File: src/rtl/muxn_rr_st_pkg.sv
// Shared constants for the mux family: the selection-mode encoding
// used on every Mode port, so later muxes decode it the same way.
package muxn_rr_st_pkg;

  typedef enum logic {
    MODE_FIXED = 1'b0,
    MODE_RR    = 1'b1
  } mux_mode_e;

endpackage

File: src/rtl/muxn_rr_st_rr_pick.sv
// Rotating-priority picker: returns the first requester at or after
// ptr, wrapping past N-1 back to 0. Purely combinational so it can be
// dropped into any arbiter that keeps its own pointer register.
module rr_pick #(
  parameter int N     = 4,
  parameter int SEL_W = $clog2(N)
) (
  input  logic [N-1:0]     req,
  input  logic [SEL_W-1:0] ptr,
  output logic [SEL_W-1:0] gnt_idx,
  output logic             gnt_any
);

  int w_idx;

  // Walk N slots starting at ptr; the explicit subtract-N wrap keeps
  // non-power-of-two channel counts correct.
  always_comb begin
    gnt_idx = '0;
    gnt_any = 1'b0;
    w_idx   = 0;
    for (int i = 0; i < N; i++) begin
      w_idx = int'(ptr) + i;
      if (w_idx >= N) begin
        w_idx = w_idx - N;
      end
      if (!gnt_any && (w_idx < N) && req[w_idx]) begin
        gnt_any = 1'b1;
        gnt_idx = SEL_W'(w_idx);
      end
    end
  end

endmodule

File: src/rtl/muxn_rr_st.sv
// N-to-1 registered mux with valid/ready on every channel. Mode picks
// between a fixed select and round-robin arbitration; one output
// register gives a 1-cycle latency at full throughput.
module muxn_rr_st
  import muxn_rr_st_pkg::*;
#(
  parameter int WIDTH = 8,
  parameter int N     = 4,
  parameter int SEL_W = $clog2(N)
) (
  input  logic               Clk,
  input  logic               Rst,
  input  logic [N*WIDTH-1:0] In,
  input  logic [N-1:0]       InValid,
  output logic [N-1:0]       InReady,
  input  logic [SEL_W-1:0]   S,
  input  logic               Mode,
  output logic [WIDTH-1:0]   Out,
  output logic [SEL_W-1:0]   OutSel,
  output logic               OutValid,
  input  logic               OutReady
);

  logic [SEL_W-1:0] r_ptr;
  logic [WIDTH-1:0] r_out;
  logic [SEL_W-1:0] r_outSel;
  logic             r_outValid;

  logic [SEL_W-1:0] w_rrIdx;
  logic             w_rrAny;
  logic             w_fixAny;
  logic [SEL_W-1:0] w_gntIdx;
  logic             w_gntAny;
  logic             w_load;
  logic             w_xfer;
  logic [WIDTH-1:0] w_gntData;
  logic [SEL_W-1:0] w_ptrNext;

  rr_pick #(
    .N     (N),
    .SEL_W (SEL_W)
  ) u_rrPick (
    .req     (InValid),
    .ptr     (r_ptr),
    .gnt_idx (w_rrIdx),
    .gnt_any (w_rrAny)
  );

  // Fixed-mode grant: an out-of-range select never grants, even when
  // N is not a power of two and S can encode extra values.
  always_comb begin
    w_fixAny = 1'b0;
    if (int'(S) < N) begin
      w_fixAny = InValid[S];
    end
  end

  // Mode mux between the fixed select and the round-robin picker.
  always_comb begin
    w_gntIdx = S;
    w_gntAny = w_fixAny;
    if (Mode == MODE_RR) begin
      w_gntIdx = w_rrIdx;
      w_gntAny = w_rrAny;
    end
  end

  // The output stage can take a word when empty or draining this cycle;
  // reset blocks all transfers so InReady is quiet during Rst.
  assign w_load = !r_outValid || OutReady;
  assign w_xfer = !Rst && w_load && w_gntAny;

  // Per-channel ready and selected data, one-hot on the granted index.
  always_comb begin
    InReady   = '0;
    w_gntData = '0;
    for (int k = 0; k < N; k++) begin
      if (w_gntIdx == SEL_W'(k)) begin
        InReady[k] = w_xfer;
        w_gntData  = In[k*WIDTH +: WIDTH];
      end
    end
  end

  // Pointer moves one past the winner with an explicit wrap at N-1.
  assign w_ptrNext = (int'(w_gntIdx) == N - 1) ? '0 : w_gntIdx + SEL_W'(1);

  // Output register and round-robin pointer; reset wins over everything.
  always_ff @(posedge Clk) begin
    if (Rst) begin
      r_out      <= '0;
      r_outSel   <= '0;
      r_outValid <= 1'b0;
      r_ptr      <= '0;
    end else if (w_xfer) begin
      r_out      <= w_gntData;
      r_outSel   <= w_gntIdx;
      r_outValid <= 1'b1;
      if (Mode == MODE_RR) begin
        r_ptr <= w_ptrNext;
      end
    end else if (r_outValid && OutReady) begin
      r_outValid <= 1'b0;
    end
  end

  assign Out      = r_out;
  assign OutSel   = r_outSel;
  assign OutValid = r_outValid;

endmodule

File: config.mk
export PLATFORM = sky130hd
export DESIGN_NAME = muxn_rr_st
export DESIGN_NICKNAME = d
export VERILOG_FILES = /design/src/rtl/muxn_rr_st_pkg.sv /design/src/rtl/muxn_rr_st_rr_pick.sv /design/src/rtl/muxn_rr_st.sv
export SDC_FILE = /design/constraint.sdc
export NUM_CORES = 1
export LEC_CHECK = 0
export BUFFER_PORTS_ARGS = -buffer_cell sky130_fd_sc_hd__buf_2
export CAP_MARGIN = 15
export CORE_MARGIN = 5
export CORE_UTILIZATION = 25
export CTS_CLUSTER_DIAMETER = 40
export DETAILED_ROUTE_END_ITERATION = 8
export GPL_ROUTABILITY_DRIVEN = 1
export GPL_TIMING_DRIVEN = 0
export PLACE_DENSITY = 0.52
export SYNTH_ARGS = -nofsm -noshare
export SYNTH_HDL_FRONTEND = slang
export SYNTH_HIERARCHICAL = 1
export SYNTH_SLANG_ARGS = --single-unit
File: constraint.sdc
create_clock -name Clk -period 4.6 [get_ports Clk]
set_input_delay 0.23 -clock Clk [delete_from_list [all_inputs] [get_ports Clk]]
set_output_delay 0.23 -clock Clk [all_outputs]
set_load 0.02 [all_outputs]
# After elaboration in Yosys (flattened, before gate mapping)
# Cells that the tools add are included.
dict set report totals {
  in_bits 42
  output_inout_bits 15
  word_cells 87
  ff_bits 13
}
dict set report classes {
  n_eq_ne 4
  reduce_logical 19
  n_mux 39
  n_lt_le_gt_ge 13
  add_sub_neg 8
}
# cell count
set op_table {}
lappend op_table {{$lt 32x4->1 const B} 8}
lappend op_table {{$mux 32} 4}
lappend op_table {{$ge 32x4->1 const B} 3}
lappend op_table {{$sub 32x4->32 const B} 3}
lappend op_table {{$mux 8} 4}
lappend op_table {{$mux 1} 20}
lappend op_table {{$mux 2} 6}
lappend op_table {{$bmux 1 s2} 5}
lappend op_table {{$logic_and 1x1->1} 10}
lappend op_table {{$add 2x2->3 const B} 2}
lappend op_table {{$logic_not 1->1} 5}
lappend op_table {{$eq 2x1->1 const B} 2}
lappend op_table {{$eq 2x2->1 const B} 2}
lappend op_table {{$sub 2x3->4 const B} 1}
lappend op_table {{$add 2x1->3 const B} 1}
lappend op_table {{$ge 2x3->1 const B} 1}
lappend op_table {{$lt 2x3->1 const B} 1}
lappend op_table {{$add 2x1->2 const B} 1}
lappend op_table {{$logic_not 2->1} 1}
lappend op_table {{$reduce_and 2->1} 1}
lappend op_table {{$reduce_bool 2->1} 1}
lappend op_table {{$logic_or 1x1->1} 1}

# Depth between registers and ports, before layout
# Gate-level depths: netlist of run 1.
dict set report depth {
  word_depth 25
  mapped_depth 15
  mapped_depth_nobuf 13
}

# Hierarchy
# The synthesis of run 1 kept the hierarchy.
# mod area_per_inst_um2 cells_per_inst instances
set modules_own_cells {}
lappend modules_own_cells {muxn_rr_st 910.9 99 1}
lappend modules_own_cells {rr_pick 240.2 29 1}

# Least setup slack after synthesis of run 1
# No wires, ideal clock.
dict set report synth_path {
  path_kind {reg2reg}
  startpoint {register r_ptr[0]}
  endpoint {register r_out[0] (netlist: Out[0])}
  t_required_ns 4.479
  path_slack_ns 1.320
  arrival_time_ns 3.158
  setup_time_ns 0.121
  path_stages_with_launch 16
  path_cell_list {dfxtp_1 clkbuf_4 inv_2 ha_1 nor2_1 a221o_1 a221oi_1 a21boi_1 a21oi_1 inv_1 ha_1 or2_2 buf_1 a221oi_1 nor3_1 mux2_4}
}
dict set report synth_via {
  elab_chain_cells 25
  word_cells_on_any_way 60
  classes_between {add/sub (7); order compare (8); eq/ne (3); mux (30); reduce/logical (12)}
}
# item line
set synth_rtl {}
lappend synth_rtl {{from (decl)} muxn_rr_st.sv:24} ;# logic [SEL_W-1:0] r_ptr;
lappend synth_rtl {{from (signal assigned)} muxn_rr_st.sv:100} ;# r_ptr <= w_ptrNext;
lappend synth_rtl {{parallel branches: the longest is 18 deep, another holds $sub 32x4->32} --}
lappend synth_rtl {{$mux 2 (*)} muxn_rr_st_rr_pick.sv:27} ;# if (!gnt_any && (w_idx < N) && req[w_idx]) begin
lappend synth_rtl {{net w_rrIdx[1]} muxn_rr_st.sv:29} ;# logic [SEL_W-1:0] w_rrIdx;
lappend synth_rtl {{$mux 2 (*)} muxn_rr_st.sv:62} ;# if (Mode == MODE_RR) begin
lappend synth_rtl {{net w_gntIdx[1]} muxn_rr_st.sv:32} ;# logic [SEL_W-1:0] w_gntIdx;
lappend synth_rtl {{$logic_not 2->1} muxn_rr_st.sv:78} ;# if (w_gntIdx == SEL_W'(k)) begin
lappend synth_rtl {{$mux 8 (3 in series)} muxn_rr_st.sv:78}
lappend synth_rtl {{$mux 8 (*)} muxn_rr_st.sv:78}
lappend synth_rtl {{to (signal assigned)} muxn_rr_st.sv:96} ;# r_out <= w_gntData;
lappend synth_rtl {{to (decl)} muxn_rr_st.sv:25} ;# logic [WIDTH-1:0] r_out;
# Mark *: on every way through the listed nets, which the timed path passes. The select of a mux whose other input is x is not followed.
# A chain may end at the register's enable or synchronous reset.

# Worst setup path after layout of run 1
dict set report layout_path {
  startpoint {register r_ptr[0]}
  endpoint {register r_out[3] (netlist: Out[3])}
}
# The elaborated chain is that of the path after synthesis.

==> results of run 1 <==
-- per-stage QoR --
stage                     setup slack [ns]  utilization, %  instance area [µm²]  power [mW]  cells
after floorplan                       1.32               -                 1150       0.273    128
after global placement               0.859            33.9                 1500       0.336    236
after detailed placement             0.837            33.9                 1500       0.334    236
after CTS                            0.827            34.9                 1540       0.440    240
after global routing                 0.537            34.9                 1540       0.467    240
final                                0.856            34.9                 1540       0.432    240
-- cell usage after synthesis, types with 2 or more instances --
cell | n | area, µm²
dfxtp_1 | 13 | 260
nor2b_1 | 10 | 62.6
a221oi_1 | 8 | 70.1
nor3_1 | 8 | 40.0
a21oi_1 | 7 | 35.0
mux2_4 | 7 | 105
o22ai_1 | 7 | 43.8
nor2_1 | 6 | 22.5
ha_1 | 5 | 62.6
nand2_1 | 5 | 18.8
clkbuf_1 | 4 | 15.0
mux2i_1 | 4 | 40.0
nor3b_1 | 4 | 30.0
and3_1 | 3 | 18.8
inv_1 | 3 | 11.3
nand2b_1 | 3 | 18.8
o21ai_0 | 3 | 15.0
a221o_1 | 2 | 20.0
a311oi_1 | 2 | 17.5
o21ai_1 | 2 | 10.0
-- worst min-delay path, cell delays in order --
cell and delay [ns]:
buf_2 0.14, nand3_1 0.08, a21oi_1 0.05
-- layout by cell type (no fill, tap or decap), types with 2 or more instances in the layout --
cell type  netlist  final
nor2b_1         10     10
nand2_1          5      5
and3_1           3      3
a311oi_1         2      2
ha_1             5      5
o22ai_1          7      7
nor3_1           8      8
mux2_4           7      7
nor2_1           6      6
mux2i_1          4      4
nand2b_1         3      3
nor3b_1          4      4
a21oi_1          7      7
a221oi_1         8      8
inv_1            3      3
dfxtp_1         13     13
clkbuf_1         4      5
o21ai_0          3      3
a221o_1          2      2
o21ai_1          2      2
clkbuf_8         0      3
buf_2            0     56
-- metal layers --
| metal | track usage (%) | up-vias |
|---|---|---|
| li1 | - | 610 |
| met1 | 14.8 | 506 |
| met2 | 15.7 | 55 |
| met3 | 3.13 | 5 |
| met4 | 5.15 | 0 |
| met5 | 0 | - |
-- kinds of logic (layout without fill, tap and decap cells) --
| kind of cell | count (synthesis) | in the layout | synth area share (%) |
|---|---|---|---|
| flops | 13 | 13 | 22.6 |
| simple gates | 51 | 51 | 28.3 |
| buf+inv | 11 | 71 | 3.91 |
| fa+ha+maj | 5 | 5 | 5.43 |
| mux | 14 | 14 | 17.8 |
| compound gates | 34 | 34 | 22.0 |
-- power by group --
group	total, mW	internal [mW]	switching [mW]
Combinational	0.198	0.0917	0.106
Clock	0.101	0.0612	0.0397
Sequential	0.134	0.126	0.00760
Total	0.432	0.279	0.153
-- area by class of cell --
type                            count  area share [%]
Timing Repair Buffer               56            18.2
Sequential cell                    13            16.9
Multi-Input combinational cell    104            54.9
Tap cell                           52            4.22
Inverter                            5            1.22
Clock buffer                        4            2.92
Buffer                              6            1.70
-- registers in the layout, indices dropped and copies added, names as in the netlist --
register and cells:
Out 8, OutSel 2, r_ptr 2, OutValid 1
-- final timing paths --
| check | start | endpoint | slack [ns] | cells past startpoint |
|---|---|---|---|---|
| setup reg to reg | r_ptr[0] | Out[3] | 0.86 | 15 |
| setup / recovery | r_ptr[0] | Out[3] | 0.86 | 15 |
| hold reg to reg | Out[6] | Out[6] | 0.48 | 2 |
| hold / removal | Mode | r_ptr[1] | 0.31 | 3 |
==> impl_metrics.yaml, run 1 <==
run_status:
  status: "finished clean"
worst_setup_path:
  crit_path_max_incr_delay_ns: 0.39
  arrival_ns: 3.88
  critPathKind: "reg2reg"
  critical_path.max_fanout: 10
  required_ns: 4.73
  path_cells: "clkbuf_4 -> inv_2 -> ha_1 -> nor2_1 -> a221o_1 -> a221oi_1 -> a21boi_1 -> a21oi_1 -> inv_1 -> ha_1 -> or2_2 -> buf_1 -> a221oi_1 -> nor3_1 -> mux2_4"
  cp_num_buf_inv: 4
  slowest_stage: "dfxtp_1"
  cp_top_family: "compound AO/OA/AOI/OAI gates"
  start_kind: "flop"
  endpoint_kind: "flop"
routing:
  wl_per_cell_um: 13.5
  routed_via_density: 4.90
  vias: 1176
  wl_met1_um: 1580
  drt-total-wl_um: 3250
  drt-pass1-iter-count: 4
  drtAntennaViolNets: 0
  met3_length_um: 300
  met2_length_um: 1310
  drc: 0
  drtIter0Drc: 31
  top_layer: "met4"
clock_tree:
  cts.sinks: 13
  ctsRootBufferMaster: "clkbuf_8"
  clkSlewWorstSetupHoldPaths_ns: 0.05
  cts.path.max_buffers: 2
  hold_buffers: 0
  insertion_delay_ns: 0.24
  cts_inserted_buffers: 3
  ctsResizeCount: 0
  cts_tree: "built"
  postCtsSetupBuffers: 0
  htreeDepth: 1
die:
  coreArea_mm2: 0.00441
  die_area_mm2: 0.00606
  rows: 24
  ios: 57
  initial_core_util_pct: 26.1
  die_h_um: 77.9
  die_w_um: 77.9
yosys:
  yosys_warnings: 6
  synth-seq-area-share_pct: 22.6
  yosys_register_bits: 13
  postSynthCellCount: 128
  async_reset_ff_share_pct: 0
  syn_area_mm2: 0.00115
  syn_nets: 175
  synthDistinctLibCells: 42
  synth_area_per_cell_um2: 8.99
  synth_edf_count: 0
  synth_ff_type: "dfxtp_1"
timing:
  finalClockSkew_ns: 0.000549
  whs_ns: 0.311
  grt_setup_unrepaired: "false"
  setup_viol: 0
  fin_crit_sh_pct: 81.4
  post-route-min-period_ns: 3.74
  tightest_slew_ns: 0.491
  finalMaxSlewViolations: 0
  hold_violations: 0
  slew_headroom_pct: 67.2
  fin_tns_setup_ns: 0
  fmax_mhz: 267
place:
  port_buffers: 56
  dp_hpwl_um: 2610
  place.gp.congestion: 0.754
final_layout:
  area_growth_pct: 33.9
  ff_latch_area_um2: 260
  fillCellCount: 469
  num_antenna_cells: 0
  multi_input_area_um2: 846
  drive_gt1_share_pct: 40.4
  final_nets: 236
global_routing:
  overflow: 0
  grt_max_degree: 11
  grt_usage_pct: 10.9
  grt_pass1_wl_um: 5520
  antenna_found_initial: 0
  grt_pass1_vias: 1199
pwr:
  vdd_ir_drop_max_uv: 97.2
  power.leakage_nw: 0.726
  p_per_area_mw_per_mm2: 280
job:
  cap_violations: 0
min_path:
  hold_class: "in2reg"
Power figures use the tool's default switching activity.
==> run 2: changes to the inputs <==
Clock period 4.6 ns to 3.8 ns, I/O delays scaled along.
==> run 2 against run 1 <==
Via count up 1.4%. Non-clock buffer count grew 3. Sequential share of layout area down 0.41 points. Routed wire length rose by 1.8%.
==> impl_metrics.yaml, run 2 (same netlist as run 1, synthesis figures left out) <==
timing:
  post-route-min-period_ns: 3.58
  tightest_slew_ns: 0.492
  slew_headroom_pct: 67.2
  fin_crit_sh_pct: 94.1
  setup_viol: 0
  whs_ns: 0.277
  finalMaxSlewViolations: 0
  setup_slack_ns: 0.223
  fin_tns_setup_ns: 0
  finalClockSkew_ns: 0.000566
  hold_violations: 0
  fmax_mhz: 280
worst_setup_path:
  slowest_stage: "dfxtp_1"
  r2r_setup_slack_ns: 0.22
  critPathKind: "reg2reg"
  endpoint_kind: "flop"
  start_kind: "flop"
  path_cells: "buf_4 -> inv_2 -> ha_2 -> mux4_2 -> clkinv_1 -> o211ai_2 -> mux2i_2 -> mux2_2 -> inv_1 -> ha_1 -> or2_2 -> buf_1 -> a221oi_1 -> nor3_1 -> mux2_4"
  cp_top_family: "multiplexers"
  reg2reg_from: "r_ptr[0]"
  required_ns: 3.93
  crit_path_max_incr_delay_ns: 0.39
  cp_num_buf_inv: 5
  worstRegToRegCells: 15
  timing.rr.end: "Out[3]"
  cp_num_cells: 15
  arrival_ns: 3.71
  critical_path.max_fanout: 10
routing:
  drt-pass1-iter-count: 4
  routed_via_density: 4.91
  drtIter0Drc: 30
  drtAntennaViolNets: 0
  vias: 1193
  drt-total-wl_um: 3310
  drc: 0
  wl_per_cell_um: 13.6
min_path:
  hold_class: "in2reg"
  min_from: "Mode"
  holdPathEnd: "r_ptr[1]"
  hold_depth: 3
place:
  placed_area_mm2: 0.00150
  port_buffers: 56
  place.gp.congestion: 0.754
  place_ws_ns: 0.0373
  dp.cells: 236
  dp_hpwl_um: 2610
final_layout:
  area_growth_pct: 37.3
  largest_reg_flops: 8
  fillCellCount: 471
  multi_input_area_um2: 862
  final_nets: 239
  final_cell_mix: "buf_2, dfxtp_1, nor2b_1, nor3_1"
  fin_util_pct: 35.8
  instances_no_fill: 243
  num_antenna_cells: 0
  ff_latch_area_um2: 260
  final_common_cell: "buf_2"
  stdcell_area_mm2: 0.00158
  drive_gt1_share_pct: 43.5
job:
  cap_violations: 0
pwr:
  total_power_mw: 0.538
  power.leakage_nw: 0.744
  vdd_ir_drop_max_uv: 118
  p_per_area_mw_per_mm2: 340
global_routing:
  grt_pass1_vias: 1199
  grt_max_degree: 11
  antenna_found_initial: 0
  grt_usage_pct: 10.9
  overflow: 0
  grt_pass1_wl_um: 5520
clock_tree:
  hold_buffers: 0
  ctsRootBufferMaster: "clkbuf_8"
  cts.path.max_buffers: 2
  cts.sinks: 13
  insertion_delay_ns: 0.24
  cts_inserted_buffers: 3
  clkSlewWorstSetupHoldPaths_ns: 0.05
  cts_tree: "built"
  htreeDepth: 1
die:
  rows: 24
  initial_core_util_pct: 26.1
  die_area_mm2: 0.00606
  ios: 57
  coreArea_mm2: 0.00441
  die_h_um: 77.9
  die_w_um: 77.9
run_status:
  status: "finished clean"
==> run 2: cell types whose count changed in the layout (fill, tap and decap cells not counted) <==
cell | before | now
buf_4 | 0 | 4
a21oi_1 | 7 | 6
a21oi_2 | 0 | 1
a221oi_1 | 8 | 7
a221oi_2 | 0 | 1
clkbuf_4 | 1 | 0
ha_1 | 5 | 4
ha_2 | 0 | 1
mux2i_1 | 4 | 3
mux2i_2 | 0 | 1
==> run 2: metal layers <==
metal / part of all wire, % / global-route usage, %
met5: 0 / 0
met4: 1.7 / 5.15
met3: 8.6 / 3.13
met2: 41 / 15.7
met1: 49 / 14.8
==> run 2: power by group <==
part           leakage [nW]  switching [mW]  internal (mW)
clock network        0.0228          0.0482         0.0741
logic                 0.615           0.133          0.121
registers             0.107         0.00937          0.153
==> run 2: repair_timing <==
item	in CTS	in global routing
setup buffers	0	3
gates resized for setup	0	5
setup endpoints to repair	0	8
==> run 2: layout make-up <==
class / instances / area share [%]
well taps: 52 / 4.12
inverters: 5 / 1.19
clock buffers: 4 / 2.85
repair buffers: 59 / 19.2
flip-flops and latches: 13 / 16.5
multi-input cells: 104 / 54.6
plain buffers: 6 / 1.66
==> run 2: worst min-delay path: cells and delay by family <==
kind                   cells  cell delay (ns)
AND/OR/NAND/NOR            1             0.09
buffers and inverters      1             0.14
AO/OA/AOI/OAI              1             0.05
==> run 2: worst max path at each step <==
stage / startpoint / to / slack [ns]
2_1_floorplan: r_ptr[0] / Out[0] / 0.52
3_3_place_gp: r_ptr[0] / Out[7] / 0.06
3_5_place_dp: r_ptr[0] / Out[3] / 0.04
4_1_cts: r_ptr[0] / Out[3] / 0.03
5_1_grt: r_ptr[0] / Out[3] / -0.01
6_report: r_ptr[0] / Out[3] / 0.22
==> run 3: changes to the inputs <==
Settings changed: CORE_ASPECT_RATIO set to 0.7, PLACE_DENSITY 0.52 to 0.54, RECOVER_POWER set to 50.
Clock period 3.8 ns to 2.9 ns, I/O delays scaled along.
==> run 3 against run 2 <==
The run now ends with setup timing left. Utilization grew 6.0 points. First-iteration DRC count grew 100%. Maximum frequency grew 17%. Clock skew grew 0.0041 ns. Worst setup slack lost 0.38 ns. Via count grew 2.7%. Critical endpoint is now Out[0]. Sequential share of layout area shrank 2.2 points. Final cell count grew 2.9%. Power grew 53%. Clock-buffer cell count is the same. Routed wire length grew 14%. Global-route usage grew 0.46 points.
==> impl_metrics.yaml, run 3 (same netlist as run 1, synthesis figures left out) <==
pwr:
  p_per_area_mw_per_mm2: 447
  p_int_mw: 0.516
  p_sw_mw: 0.307
  power.leakage_nw: 0.783
  p_seq_share_pct: 25.9
  pwr-share-clk_pct: 19.7
  power_switching_share_pct: 37.3
  vdd_ir_drop_max_uv: 174
  combPwrFrac_pct: 54.3
clock_tree:
  cts.sinks: 13
  cts_tree: "built"
  clkSlewWorstSetupHoldPaths_ns: 0.06
  cts_inserted_buffers: 3
  ctsRootBufferMaster: "clkbuf_8"
  insertion_delay_ns: 0.24
  htreeDepth: 1
  cts.path.max_buffers: 2
routing:
  top_layer: "met4"
  drtAntennaViolNets: 0
  routed_via_density: 4.90
  met3_length_um: 114
  drt-pass1-iter-count: 4
  wl_per_cell_um: 15.0
  drt-total-wl_um: 3760
  met2_length_um: 1780
  wl_met1_um: 1850
  vias: 1225
  drtIter0Drc: 60
  drc: 0
timing:
  fin_crit_sh_pct: 105
  finalClockSkew_ns: 0.00465
  tightest_slew_ns: 0.524
  setup_viol: 7
  post-route-min-period_ns: 3.05
  whs_ns: 0.252
  slew_headroom_pct: 65.1
  grt_setup_unrepaired: "true"
  fmax_mhz: 328
  setup_slack_ns: -0.152
  finalMaxSlewViolations: 0
  hold_violations: 0
final_layout:
  area_growth_pct: 59.9
  final_common_cell: "buf_2"
  largest_reg_flops: 8
  final_cell_mix: "buf_2, clkbuf_1, dfxtp_1, nor2b_1"
  drive_gt1_share_pct: 54.4
  final_nets: 243
  num_antenna_cells: 0
  stdcell_area_mm2: 0.00184
die:
  die_h_um: 66.8
  initial_core_util_pct: 26.1
  coreArea_mm2: 0.00440
  rows: 20
  die_area_mm2: 0.00608
  die_w_um: 91.1
  ios: 57
global_routing:
  grt_usage_pct: 11.4
  overflow: 0
  grt_pass1_vias: 1100
  antenna_found_initial: 0
  grt_pass1_wl_um: 5620
  grt_max_degree: 11
worst_setup_path:
  worstRegToRegCells: 14
  endpoint_kind: "flop"
  required_ns: 3.03
  start_kind: "flop"
  critical_path.max_fanout: 8
  critPathKind: "reg2reg"
  arrival_ns: 3.18
job:
  cap_violations: 0
min_path:
  hold_class: "in2reg"
  hold_depth: 3
run_status:
  status: "finished with violations"
  violations: "setup timing"
place:
  port_buffers: 56
  place.gp.congestion: 0.776
  placed_area_mm2: 0.00159
  dp_hpwl_um: 2880
run 3: final timing paths:
path / startpoint / end / slack (ns)
max reg2reg: r_ptr[0] / Out[0] / -0.15
max: r_ptr[0] / Out[0] / -0.15
min: Mode / r_ptr[1] / 0.25
min reg2reg: Out[6] / Out[6] / 0.51
run 3: metal layers:
layer / vias to the layer above / track usage [%]
li1: 626 / -
met1: 573 / 16.7
met2: 24 / 17.3
met3: 2 / 2.37
met4: 0 / 1.65
met5: - / 0
run 3: cell type report:
cell class	count	area, µm²
buffer	4	37.5
clock buffer	4	45.0
fill	460	2560
inverter	5	21.3
multi-input combinational	104	1050
sequential	13	263
tap	55	68.8
timing repair buffer	65	355
run 3: worst max-delay path, stage by stage, from the launching register on:
cell	delay [ns]
dfxtp_2	0.35
buf_8	0.10
inv_4	0.03
ha_4	0.30
nor2_2	0.05
a221o_1	0.30
a221oi_2	0.26
a21boi_1	0.12
a21oi_2	0.23
inv_2	0.10
ha_4	0.19
or2_4	0.32
a221oi_4	0.24
nor3_1	0.07
mux2_4	0.28
run 3: power by group through the flow:
| stage | sequential (mW) | clock [mW] | combinational, mW |
|---|---|---|---|
| final | 0.213 | 0.162 | 0.447 |
| after global routing | 0.217 | 0.178 | 0.480 |
| after CTS | 0.213 | 0.168 | 0.388 |
| after detailed placement | 0.217 | 0 | 0.358 |
| after global placement | 0.217 | 0 | 0.359 |
| after floorplan | 0.238 | 0 | 0.229 |
run 3: metrics by stage:
step | TNS, ns | util, % | setup slack, ns | total power [mW] | instances
2_1_floorplan | 0 | - | 0.00331 | 0.468 | 128
3_3_place_gp | -3.54 | 36.0 | -0.544 | 0.576 | 239
3_5_place_dp | -3.24 | 36.0 | -0.476 | 0.575 | 239
4_1_cts | -0.966 | 38.6 | -0.154 | 0.769 | 244
5_1_grt | -1.97 | 41.8 | -0.270 | 0.874 | 250
6_report | -0.931 | 41.8 | -0.152 | 0.823 | 250
run 3: repair_timing:
| action | 4_1_cts | 5_1_grt |
|---|---|---|
| hold buffers | 0 | 0 |
| endpoints found under the setup margin | 10 | 10 |
| pin swaps | 5 | 8 |
| cloned | 0 | 0 |
| buffers inserted | 3 | 6 |
| gates resized for setup | 12 | 20 |
